--- src/rtl/data_shift_pkg.sv ---
// Shared types for the data shift unit: operation encodings, FSM states
// and a helper that identifies modes which move a bit out of the register.
package data_shift_pkg;

    typedef enum logic [2:0] {
        MODE_HOLD  = 3'b000,
        MODE_LOAD  = 3'b001,
        MODE_SHL   = 3'b010,
        MODE_SHR   = 3'b011,
        MODE_ROTL  = 3'b100,
        MODE_ROTR  = 3'b101,
        MODE_ASR   = 3'b110,
        MODE_CLEAR = 3'b111
    } mode_t;

    typedef enum logic [1:0] {
        ST_IDLE = 2'b00,
        ST_RUN  = 2'b01,
        ST_DONE = 2'b10
    } state_t;

    // True for shift, rotate and arithmetic-shift modes: these update ser_out
    // and are the only modes a burst can serialise.
    function automatic logic is_shift_mode(input mode_t m);
        return (m == MODE_SHL) || (m == MODE_SHR) || (m == MODE_ROTL) ||
               (m == MODE_ROTR) || (m == MODE_ASR);
    endfunction

endpackage

--- src/rtl/data_shift_next.sv ---
// Combinational next-value logic for the data register. Given the current
// value and an operation, produces the next register value and the bit that
// leaves the register (zero for modes that do not shift anything out).
module data_shift_next
    import data_shift_pkg::*;
#(
    parameter int WIDTH = 8
) (
    input  logic [WIDTH-1:0] q,
    input  mode_t            mode,
    input  logic             ser_in,
    input  logic [WIDTH-1:0] load_data,
    output logic [WIDTH-1:0] q_next,
    output logic             out_bit
);

    // Decode the operation into the next register value and the exiting bit.
    always_comb begin
        q_next  = q;
        out_bit = 1'b0;
        case (mode)
            MODE_HOLD:  q_next = q;
            MODE_LOAD:  q_next = load_data;
            MODE_SHL: begin
                q_next  = {q[WIDTH-2:0], ser_in};
                out_bit = q[WIDTH-1];
            end
            MODE_SHR: begin
                q_next  = {ser_in, q[WIDTH-1:1]};
                out_bit = q[0];
            end
            MODE_ROTL: begin
                q_next  = {q[WIDTH-2:0], q[WIDTH-1]};
                out_bit = q[WIDTH-1];
            end
            MODE_ROTR: begin
                q_next  = {q[0], q[WIDTH-1:1]};
                out_bit = q[0];
            end
            MODE_ASR: begin
                q_next  = {q[WIDTH-1], q[WIDTH-1:1]};
                out_bit = q[0];
            end
            MODE_CLEAR: q_next = '0;
            default:    q_next = q;
        endcase
    end

endmodule

--- src/rtl/data_shift_unit.sv ---
// WIDTH-bit data register with eight per-cycle operations and an automatic
// burst mode that serialises the whole register over WIDTH cycles.
// Optional macro DATA_SHIFT_PARITY_EN adds a registered parity output equal
// to the XOR reduction of q.
//
// Burst handshake: in IDLE, start=1 together with a shift/rotate/ASR mode
// launches a burst; the request is accepted on that clock edge (q untouched
// on that edge). busy is high for the following WIDTH cycles while the
// operations run, then done pulses high for exactly one cycle. start and mode
// are ignored whenever busy or done is high; there is no back-pressure.
module data_shift_unit
    import data_shift_pkg::*;
#(
    parameter int WIDTH = 8
) (
    input  logic             clk,
    input  logic             rst_n,
    input  logic [2:0]       mode,
    input  logic [WIDTH-1:0] load_data,
    input  logic             ser_in,
    input  logic             start,
    output logic [WIDTH-1:0] q,
    output logic             ser_out,
    output logic             busy,
    output logic             done,
`ifdef DATA_SHIFT_PARITY_EN
    output logic             parity,
`endif
    output state_t           fsm_state
);

    localparam int CNT_W = $clog2(WIDTH + 1);

    state_t             state;
    mode_t              burst_mode;
    mode_t              mode_in;
    mode_t              op;
    logic [CNT_W-1:0]   count;
    logic [WIDTH-1:0]   q_next;
    logic               out_bit;
    logic               burst_go;
    logic               apply;

    assign mode_in   = mode_t'(mode);
    assign fsm_state = state;

    // Select the operation source and decide whether it touches the register.
    always_comb begin
        op       = (state == ST_RUN) ? burst_mode : mode_in;
        burst_go = (state == ST_IDLE) && start && is_shift_mode(mode_in);
        apply    = (state == ST_RUN) || ((state == ST_IDLE) && !burst_go);
    end

    data_shift_next #(
        .WIDTH(WIDTH)
    ) u_next (
        .q        (q),
        .mode     (op),
        .ser_in   (ser_in),
        .load_data(load_data),
        .q_next   (q_next),
        .out_bit  (out_bit)
    );

    // Burst FSM, counter and all registered outputs.
    always_ff @(posedge clk) begin
        if (!rst_n) begin
            q          <= '0;
            ser_out    <= 1'b0;
            busy       <= 1'b0;
            done       <= 1'b0;
            count      <= '0;
            state      <= ST_IDLE;
            burst_mode <= MODE_HOLD;
`ifdef DATA_SHIFT_PARITY_EN
            parity     <= 1'b0;
`endif
        end else begin
            if (apply) begin
                q <= q_next;
                if (is_shift_mode(op)) begin
                    ser_out <= out_bit;
                end
            end
`ifdef DATA_SHIFT_PARITY_EN
            parity <= apply ? ^q_next : ^q;
`endif
            case (state)
                ST_IDLE: begin
                    if (burst_go) begin
                        burst_mode <= mode_in;
                        count      <= CNT_W'(WIDTH);
                        state      <= ST_RUN;
                        busy       <= 1'b1;
                    end
                end
                ST_RUN: begin
                    count <= count - 1'b1;
                    if (count == CNT_W'(1)) begin
                        state <= ST_DONE;
                        busy  <= 1'b0;
                        done  <= 1'b1;
                    end
                end
                ST_DONE: begin
                    done  <= 1'b0;
                    state <= ST_IDLE;
                end
                default: begin
                    state <= ST_IDLE;
                    busy  <= 1'b0;
                    done  <= 1'b0;
                end
            endcase
        end
    end

endmodule

--- config.mk ---
export PLATFORM = sky130hd
export DESIGN_NAME = data_shift_unit
export DESIGN_NICKNAME = d
export VERILOG_FILES = /design/src/rtl/data_shift_pkg.sv /design/src/rtl/data_shift_next.sv /design/src/rtl/data_shift_unit.sv
export SDC_FILE = /design/constraint.sdc
export NUM_CORES = 1
export LEC_CHECK = 0
export ABC_AREA = 1
export CAP_MARGIN = 20
export CORE_AREA = 10 10 66 68
export DETAILED_ROUTE_END_ITERATION = 16
export DIE_AREA = 0 0 76 78
export GPL_ROUTABILITY_DRIVEN = 0
export MAX_ROUTING_LAYER = met4
export PLACE_DENSITY = 0.72
export SETUP_SLACK_MARGIN = 0.1
export SYNTH_ARGS = -nofsm -noshare
export SYNTH_HDL_FRONTEND = slang
export SYNTH_SLANG_ARGS = --single-unit
export TNS_END_PERCENT = 30
--- constraint.sdc ---
create_clock -name clk -period 1.4 [get_ports clk]
set_clock_uncertainty 0.1 [all_clocks]
set_input_delay 0.14 -clock clk [delete_from_list [all_inputs] [get_ports clk]]
set_output_delay 0.14 -clock clk [all_outputs]
set_load 0.02 [all_outputs]
### After elaboration in Yosys (flattened, before gate mapping)

Cells that the tools add are included.

* add/subtract/negate cells: 1
* equal/unequal tests: 17
* muxes and demuxes: 13
* bitwise gates (word level): 4
* reductions and logical operators: 26

Operators by type and width (number)
* one-hot mux 8 bit (7 select lines): 1
* == test 3 bit (second input constant): 7
* == test 3 x 2 -> 1 bit (second input constant): 4
* AND reduction 2 bit: 6
* logical OR 1 bit: 9
* one-hot mux 4 bit (2 select lines): 1
* AND reduction 3 bit: 2
* == test 4 x 1 -> 1 bit (second input constant): 1
* two-way mux 2 bit: 2
* two-way mux 4 bit: 1
* inverter 1 bit: 4
* one-hot mux 1 bit (2 select lines): 2
* one-hot mux 2 bit (2 select lines): 1
* subtractor 4 x 1 -> 4 bit (second input constant): 1
* == test 3 x 1 -> 1 bit (second input constant): 1
* logical AND 1 bit: 3
* zero test 3 bit: 1
* two-way mux 1 bit: 3
* two-way mux 3 bit: 1
* one-hot mux 1 bit (3 select lines): 1
* OR reduction 3 bit: 1
* == test 2 x 1 -> 1 bit (second input constant): 1
* == test 2 bit (second input constant): 1
* zero test 2 bit: 1
* other kinds (5): 5

* bits in registers: 20
* input port bits: 15
* word-level logic and storage cells: 69

### Longest topological paths before layout

Gate-level depths: netlist of the first run.

* depth in word-level cells: 10
* gate-level depth with buffers: 11
* mapped depth without buffers: 11

### Cells and area by module

From an unflattened synthesis of the first run, not the netlist that was laid out.

* cells, all modules: 244
* area total of the unflattened synthesis: 1601.5 um^2

Modules (own cells, without submodules)
* data_shift_unit: times used 1, cells each 117, area each 894.6 um^2
* data_shift_next: times used 1, cells each 127, area each 706.9 um^2

### Least setup slack after synthesis of the first run

Ideal clock, no wire load.

* path type: register to register
* start: reg state[0] (netlist: fsm_state[0])
* end: reg q[4]
* setup time: 0.132 ns
* arrival: 1.400 ns
* data required time: 1.168 ns
* setup slack: -0.232 ns
* stages on the path, launching flop included: 12
* path buffers: 2
* cell sequence: dfxtp_1 -> buf_6 -> nand2_8 -> nand2_4 -> nand2_4 -> nand2_2 -> nand3_4 -> buf_8 -> nor2_1 -> nor2_1 -> nand2_1 -> a21oi_2

* word-level cells in the longest chain between the ends: 7
* elaborated cells between the ends (all ways): 19
* those cells by class: 8 x eq/ne; 2 x mux; 1 x bitwise; 8 x reduce/logical

RTL lines
* start, declared: line data_shift_unit.sv:34 `state_t state;`
* start signal, assigned: line data_shift_unit.sv:73 `state <= ST_IDLE;`
* start signal, assigned: line data_shift_unit.sv:93 `state <= ST_RUN;`
* start signal, assigned: line data_shift_unit.sv:100 `state <= ST_DONE;`
* branches (longest 7 deep; another with one-hot mux 8 bit (7 select lines))
* end signal, assigned: line data_shift_unit.sv:80 `q <= q_next;`
* end, declared: line data_shift_unit.sv:22 `output logic [WIDTH-1:0] q,`

Several ways; the timed one is not identified.
A chain may end at the register's enable or synchronous reset.

### Final worst setup path of the first run

* start: reg state[0] (netlist: fsm_state[0])
* end: reg q[7]

* word-level cells in the longest chain between the ends: 7
* elaborated cells between the ends (all ways): 20
* those cells by class: 8 x eq/ne; 2 x mux; 2 x bitwise; 8 x reduce/logical

RTL lines
* branches (longest 7 deep; another with one-hot mux 8 bit (7 select lines))

Several ways; the timed one is not identified.

==> out/qor.txt, run 1 <==
Outcome: complete, but fails checks
Failing checks: negative setup slack
Worst Path Max Fanout: 7
Num CTS Buffers: 3
Vias: 1508
Xor-xnor portion of the synthesized cell area: 0
Post-DP HPWL: 2.482 mm
Launch point of the worst reg-to-reg path: fsm_state[0]$_SDFFE_PN0P_
Core Util, Final: 0.6427
Maximum VDD drop: 584.2 uV
Dpl ws: -0.4028 ns
Buffers on Ports: 27
Mapped cell area: 1321 um2
CTS tree: yes
DR pass1 iterations: 9
DIE AREA: 5928 um2
Final wirelength: 4.041 mm
Hold-fix buffers at CTS: 0
Post-Synthesis Cells: 191
Row count: 21
Die X: 76 um
H-tree depth: 1
Initial Util: 0.4156
Fin nets: 266
Worst R2R Path Depth: 11
Avg Inst Size Synth: 6.918 um2
Setup TNS: -2.060 ns
Flops & latches, synth: 20
Reg2reg end: q[7]$_SDFFE_PN0P_
Max Cap Violations: 0
RSZ-0062 raised after global routing: true
Initial antenna violation count: 0
CP endpoint kind: flip-flop
Worst Path Arrival: 1.80 ns
Largest net degree at the start of global routing: 12
ANT nets after route: 0
Final Non-Filler Cells: 294
Avg Vias per Cell: 5.129
Hold depth: 2
Synthesis-to-finish area growth: 54.64%
Peak Freq: 0.6070 GHz
Worst-Skew Late Latency: 0.31 ns
Total power: 2.018 mW
# clock sinks: 20
Final setup viols: 13
Crit path launch type: flip-flop
DR WL/cell: 13.74 um
Core area: 3179 um2
CP Class: flip-flop to flip-flop
Yosys warnings: 0
First-pass GRT wire length: 6.520 mm
Worst hold slack: 0.3707 ns
Synth Area in Compound Gates: 0.1307
Hold Crit Class: flip-flop to flip-flop
# DRC: 0
Initial DRC count: 121
# fillers: 287
Syn_nets: 208
Die height: 78 um
Max-slew violation count: 0
Worst-margin pin slew: 0.2291 ns
Synth Area in Simple Gates: 0.4650
Placed cell count: 280
Critical Path RT: 1.55 ns
Max-slew headroom: 0.8458
Post-synthesis sequential area ratio: 0.3030
Number of inserted diodes: 0
Number of global-route vias before repair: 1371
Adder-cell share of the synthesized area: 0.01894
Hold_sp: done$_SDFFE_PN0P_
Min-Delay Endpoint: done$_SDFFE_PN0P_
# IOs: 28
Post-DP Area: 1770 um2
Multiplexer area fraction after synthesis: 0
Fin crit share: 1.177
Static leakage: 0.8912 nW
Share of layout cells above drive strength 1: 0.3790
Clock Path Buffers: 2
Min Tclk post-route: 1.647 ns
GRT Util Overall: 0.1294
Grt ovf: 0
Fin worst setup slack: -0.2475 ns
Unique masters post-synth: 30
CTS clk-pin slew, worst paths: 0.13 ns
Main combinational cell family by area after synthesis: simple AND/OR/NAND/NOR gates
Root buffer cell: clkbuf_4
Final Cell Area: 2043 um2
Cell Pwr Density: 987.8 nW/um2
Reg-to-reg setup timing slack: -0.25 ns
Final hold violation count: 0
## Yosys cell counts, drive strengths merged
cell type | n | area share
nor2 | 29 | 0.094
clkinv | 1 | 0.0028
nor3 | 2 | 0.016
ha | 2 | 0.019
a211oi | 2 | 0.011
buf | 3 | 0.028
nand4 | 1 | 0.0047
nand3 | 22 | 0.11
o21ai | 7 | 0.032
inv | 17 | 0.048
o211a | 1 | 0.0076
a31oi | 1 | 0.0047
o31ai | 1 | 0.0057
clkbuf | 1 | 0.0028
dfxtp | 20 | 0.30
nor4 | 1 | 0.0047
a21oi | 16 | 0.069
nand2 | 64 | 0.24
## per-layer routing
metal	GRT usage	vias to the layer above	share of wire
met5	-	-	0
met4	0.03977	0	0.021
met3	0.01267	8	0.068
met2	0.2058	55	0.48
met1	0.1684	695	0.43
li1	-	750	-
## worst max-delay path by stage
stage                                          from                         end  slack, ns  cells after the start
after CTS                 fsm_state[1]$_SDFFE_PN0P_  burst_mode[2]$_SDFFE_PN0P_      -0.14                      7
after global routing      fsm_state[0]$_SDFFE_PN0P_           q[7]$_SDFFE_PN0P_      -0.32                     11
after floorplan           fsm_state[0]$_SDFFE_PN0P_           q[4]$_SDFFE_PN0P_      -0.11                     11
after detailed placement                    mode[1]           q[6]$_SDFFE_PN0P_      -0.40                      9
final                     fsm_state[0]$_SDFFE_PN0P_           q[7]$_SDFFE_PN0P_      -0.25                     11
after global placement                      mode[1]           q[6]$_SDFFE_PN0P_      -0.40                      9
## placed cells by master, fill, tap and decap left out, types with 4 or more instances in the layout
| cell | instances |
|---|---|
| clkbuf_2 | 6 |
| nand3_4 | 6 |
| clkdlybuf4s50_1 | 14 |
| nand2_1 | 46 |
| inv_1 | 13 |
| dfxtp_1 | 18 |
| nand2_8 | 4 |
| nand3_2 | 5 |
| nand2_4 | 11 |
| a21oi_1 | 11 |
| nor2_1 | 17 |
| a21oi_2 | 5 |
| nand2_2 | 5 |
| nor2_2 | 9 |
| buf_6 | 4 |
| buf_4 | 21 |
| nand3_1 | 13 |
| dlygate4sd2_1 | 5 |
## registers in the layout (all words and copies together), names as in the netlist
| signal | cells |
|---|---|
| q | 8 |
| count | 4 |
| burst_mode | 3 |
| fsm_state | 2 |
| busy | 1 |
| done | 1 |
| ser_out | 1 |
## power by group
| group | internal (mW) | switching (mW) |
|---|---|---|
| Combinational | 0.421 | 0.594 |
| Clock | 0.111 | 0.200 |
| Sequential | 0.637 | 0.0547 |
## worst max-delay path: stages, from the launching register on
cell     delay (ns)
dfxtp_4        0.38
buf_12         0.13
nand2_8        0.09
nand2_1        0.08
nand2_2        0.15
buf_6          0.12
nand2_4        0.07
nand2_4        0.09
nand2_1        0.06
nand3_1        0.09
nand2_1        0.08
a21oi_2        0.13
## cell type report
type | instances | area [um2] | share of cell area
Clock buffer | 4 | 26.28 | 0.01286
Inverter | 18 | 75.07 | 0.03674
Multi-Input combinational cell | 153 | 1025 | 0.5015
Sequential cell | 20 | 407.9 | 0.1996
Tap cell | 46 | 57.56 | 0.02817
Timing Repair Buffer | 53 | 451.7 | 0.2211
## cell families after synthesis
kind of cell	after synthesis
DFF	20
adders and majority gates	2
AOI/OAI and AO/OA	28
and+or+nand+nor	119
buffers and inverters	22
## what timing repair did
| action | 4_1_cts | 5_1_grt |
|---|---|---|
| pin swaps | 5 | 18 |
| endpoints found under the setup margin | 30 | 28 |
| buffers inserted | 1 | 5 |
| resized for setup | 36 | 42 |
| gates cloned | 3 | 1 |
No activity file was read; power rests on OpenSTA's default activity.
==> inputs of run 2 (changes only) <==
==> constraint.sdc (replaced) <==
create_clock -name clk -period 1.4 [get_ports clk]
set_clock_uncertainty 0.1 [all_clocks]
set_input_delay 0.14 -clock clk [delete_from_list [all_inputs] [get_ports clk]]
set_output_delay 0.14 -clock clk [all_outputs]
set_load 0.05 [all_outputs]
==> out/qor.txt, run 2 (synthesized netlist as in run 1, its figures left out) <==
Static leakage: 0.9127 nW (+2.4%)
Hold-fix buffers at CTS: 0 (unchanged)
Min-Delay Endpoint: burst_mode[2]$_SDFFE_PN0P_
Initial DRC count: 125 (+3.3%)
Post-DP HPWL: 2.559 mm (+3.1%)
Avg Vias per Cell: 4.976 (-3.0%)
Max Cap Violations: 0 (unchanged)
Grt ovf: 0 (unchanged)
GRT Util Overall: 0.1261 (-0.003279)
M1 GR Usage: 0.1516 (-0.01688)
Die X: 76 um (unchanged)
Failing checks: negative setup slack
Clock Path Buffers: 2 (unchanged)
Largest net degree at the start of global routing: 12 (unchanged)
DR WL/cell: 13.29 um (-3.3%)
Hold_sp: burst_mode[2]$_SDFFE_PN0P_
RSZ-0062 raised after global routing: true
Crit path max-delay family: simple AND/OR/NAND/NOR gates
H-tree depth: 1 (unchanged)
# clock sinks: 20 (unchanged)
Sw Share: 0.4137 (-0.006911)
Worst Path Max Fanout: 7 (unchanged)
Crit path launch type: flip-flop
Num CTS Buffers: 3 (unchanged)
DIE AREA: 5928 um2 (unchanged)
Most common cell after layout, fill and taps aside: nand2_1
Vias: 1453 (-3.6%)
Max FFs per register: 8 (unchanged)
CTS tree: yes
Initial antenna violation count: 0 (unchanged)
Top reg by flops: q
Row count: 21 (unchanged)
Number of global-route vias before repair: 1360 (-0.80%)
CTS clk-pin slew, worst paths: 0.12 ns (about the same)
Max-slew violation count: 0 (unchanged)
P_int: 1.315 mW (+12%)
Worst Path Arrival: 1.75 ns (-0.05 ns)
Psw: 0.9277 mW (+9.3%)
Most frequent cell on the critical path: nor2_1
Min Tclk post-route: 1.592 ns (-0.05512 ns)
Die height: 78 um (unchanged)
Maximum VDD drop: 510.0 uV (-13%)
Share of layout cells above drive strength 1: 0.3943 (+0.01528)
Number of inserted diodes: 0 (unchanged)
Slowest-stage cell, CP: dfxtp_4
CP endpoint kind: flip-flop
Worst-margin pin slew: 0.2503 ns (+0.02117 ns)
# fillers: 235 (-18%)
Buffers on Ports: 27 (unchanged)
First-pass GRT wire length: 6.182 mm (-5.2%)
Core area: 3179 um2 (unchanged)
Core Util, Final: 0.6828 (+0.04014)
Synthesis-to-finish area growth: 64.30%
ANT nets after route: 0 (unchanged)
Max-slew headroom: 0.8329 (-0.01293)
Launch point of the worst reg-to-reg path: fsm_state[0]$_SDFFE_PN0P_
Worst-Skew Late Latency: 0.31 ns (about the same)
Cell chain of the critical path: buf_12, nand2_8, nand2_2, nand2_4, nand3_2, nor2_1, nor2_1, nand3_1, nand2_1, a21oi_2
# DRC: 0 (unchanged)
Final setup viols: 9 (-4)
Most frequent cells in the layout: nand2_1 (43), nor2_1 (21), buf_4 (20)
Comb power frac: 0.521 (+0.018)
Fin crit share: 1.137 (-0.03937)
Worst R2R Path Depth: 10 (-1)
Fin worst setup slack: -0.1924 ns (+0.05512 ns)
CP max stage delay: 0.37 ns (about the same)
DR pass1 iterations: 4 (-5)
Setup TNS: -1.485 ns (+0.5752 ns)
Initial Util: 0.4156 (unchanged)
Post-DP Area: 1896 um2 (+7.1%)
Critical Path RT: 1.56 ns (about the same)
GR peak layer: met2
Reg-to-reg setup timing slack: -0.19 ns (+0.06 ns)
Final wirelength: 3.880 mm (-4.0%)
Hold depth: 2 (unchanged)
Final hold violation count: 0 (unchanged)
Sequential share of power: 0.322 (-0.021)
# IOs: 28 (unchanged)
Cell Pwr Density: 1033 nW/um2 (+4.6%)
CP Class: flip-flop to flip-flop
Grt met2 use: 0.2024 (-0.003401)
Root buffer cell: clkbuf_4
Dpl ws: -0.3960 ns (+0.006761 ns)
Met3 usage: 0.01382 (+0.001152)
Fin nets: 264 (-0.75%)
Top flop regs: q (8), count (4), burst_mode (3)
Clock power share: 0.157 (+0.003)
Hold Crit Class: flip-flop to flip-flop
Worst Path Buf+Inv: 1 (-1)
Final Cell Area: 2171 um2 (+6.2%)
Outcome: complete, but fails checks
Peak Freq: 0.6280 GHz (+3.5%)
Reg2reg end: q[7]$_SDFFE_PN0P_
==> run 2: changes by cell type in the layout (fill, tap and decap cells not counted), sizes merged <==
cell and change:
nand3 -1, clkbuf -6, clkdlybuf4s15 -1, buf +11, dlygate4sd2 -5
==> run 2: routing by layer <==
metal / share of wire / vias up
met3: 0.040 / 8
met4: 0.024 / 0
met5: 0 / -
met1: 0.44 / 669
li1: - / 733
met2: 0.49 / 43
==> run 2: how the worst max path moves through the flow <==
stage / start / endpoint / depth (start not counted)
after CTS: fsm_state[1]$_SDFFE_PN0P_ / q[4]$_SDFFE_PN0P_ / 11
after floorplan: fsm_state[0]$_SDFFE_PN0P_ / q[4]$_SDFFE_PN0P_ / 11
final: fsm_state[0]$_SDFFE_PN0P_ / q[7]$_SDFFE_PN0P_ / 10
after global placement: mode[1] / q[6]$_SDFFE_PN0P_ / 9
after detailed placement: mode[1] / q[1]$_SDFFE_PN0P_ / 9
after global routing: fsm_state[0]$_SDFFE_PN0P_ / q[7]$_SDFFE_PN0P_ / 10
==> run 2: layout make-up <==
type                            count  area [um2]  area share
Sequential cell                    20       407.9      0.1879
Inverter                           18       72.57     0.03343
Clock buffer                        4       36.28     0.01671
Tap cell                           46       57.56     0.02651
Multi-Input combinational cell    152       980.9      0.4519
Timing Repair Buffer               52       615.6      0.2836
==> run 2: worst reg2reg max path: cells and delay by family, from the launching register on <==
kind / cells / cell delay, ns
AOI/OAI and AO/OA: 1 / 0.12
buffers and inverters: 1 / 0.13
DFF: 1 / 0.37
and+or+nand+nor: 8 / 0.83
==> run 2: what timing repair did <==
action,CTS,global route
gates cloned,2,1
endpoints found under the setup margin,20,21
setup buffers,0,5
resized for setup,14,30
pin swaps,4,26
==> run 2: power groups by stage <==
stage	logic (mW)	registers (mW)	clock network [mW]
after floorplan	0.480	0.852	0
after global placement	0.970	0.740	0
after detailed placement	0.978	0.740	0
after CTS	1.03	0.728	0.366
after global routing	1.26	0.732	0.379
final	1.17	0.721	0.353
==> run 2: through the flow <==
step	hold WS [ns]	std cells	total power [mW]
floorplan	0.1784	191	1.332
global placement	0.3587	280	1.710
detailed placement	0.3637	280	1.717
CTS	0.3672	286	2.122
global route	0.4112	292	2.368
finish	0.3797	292	2.243
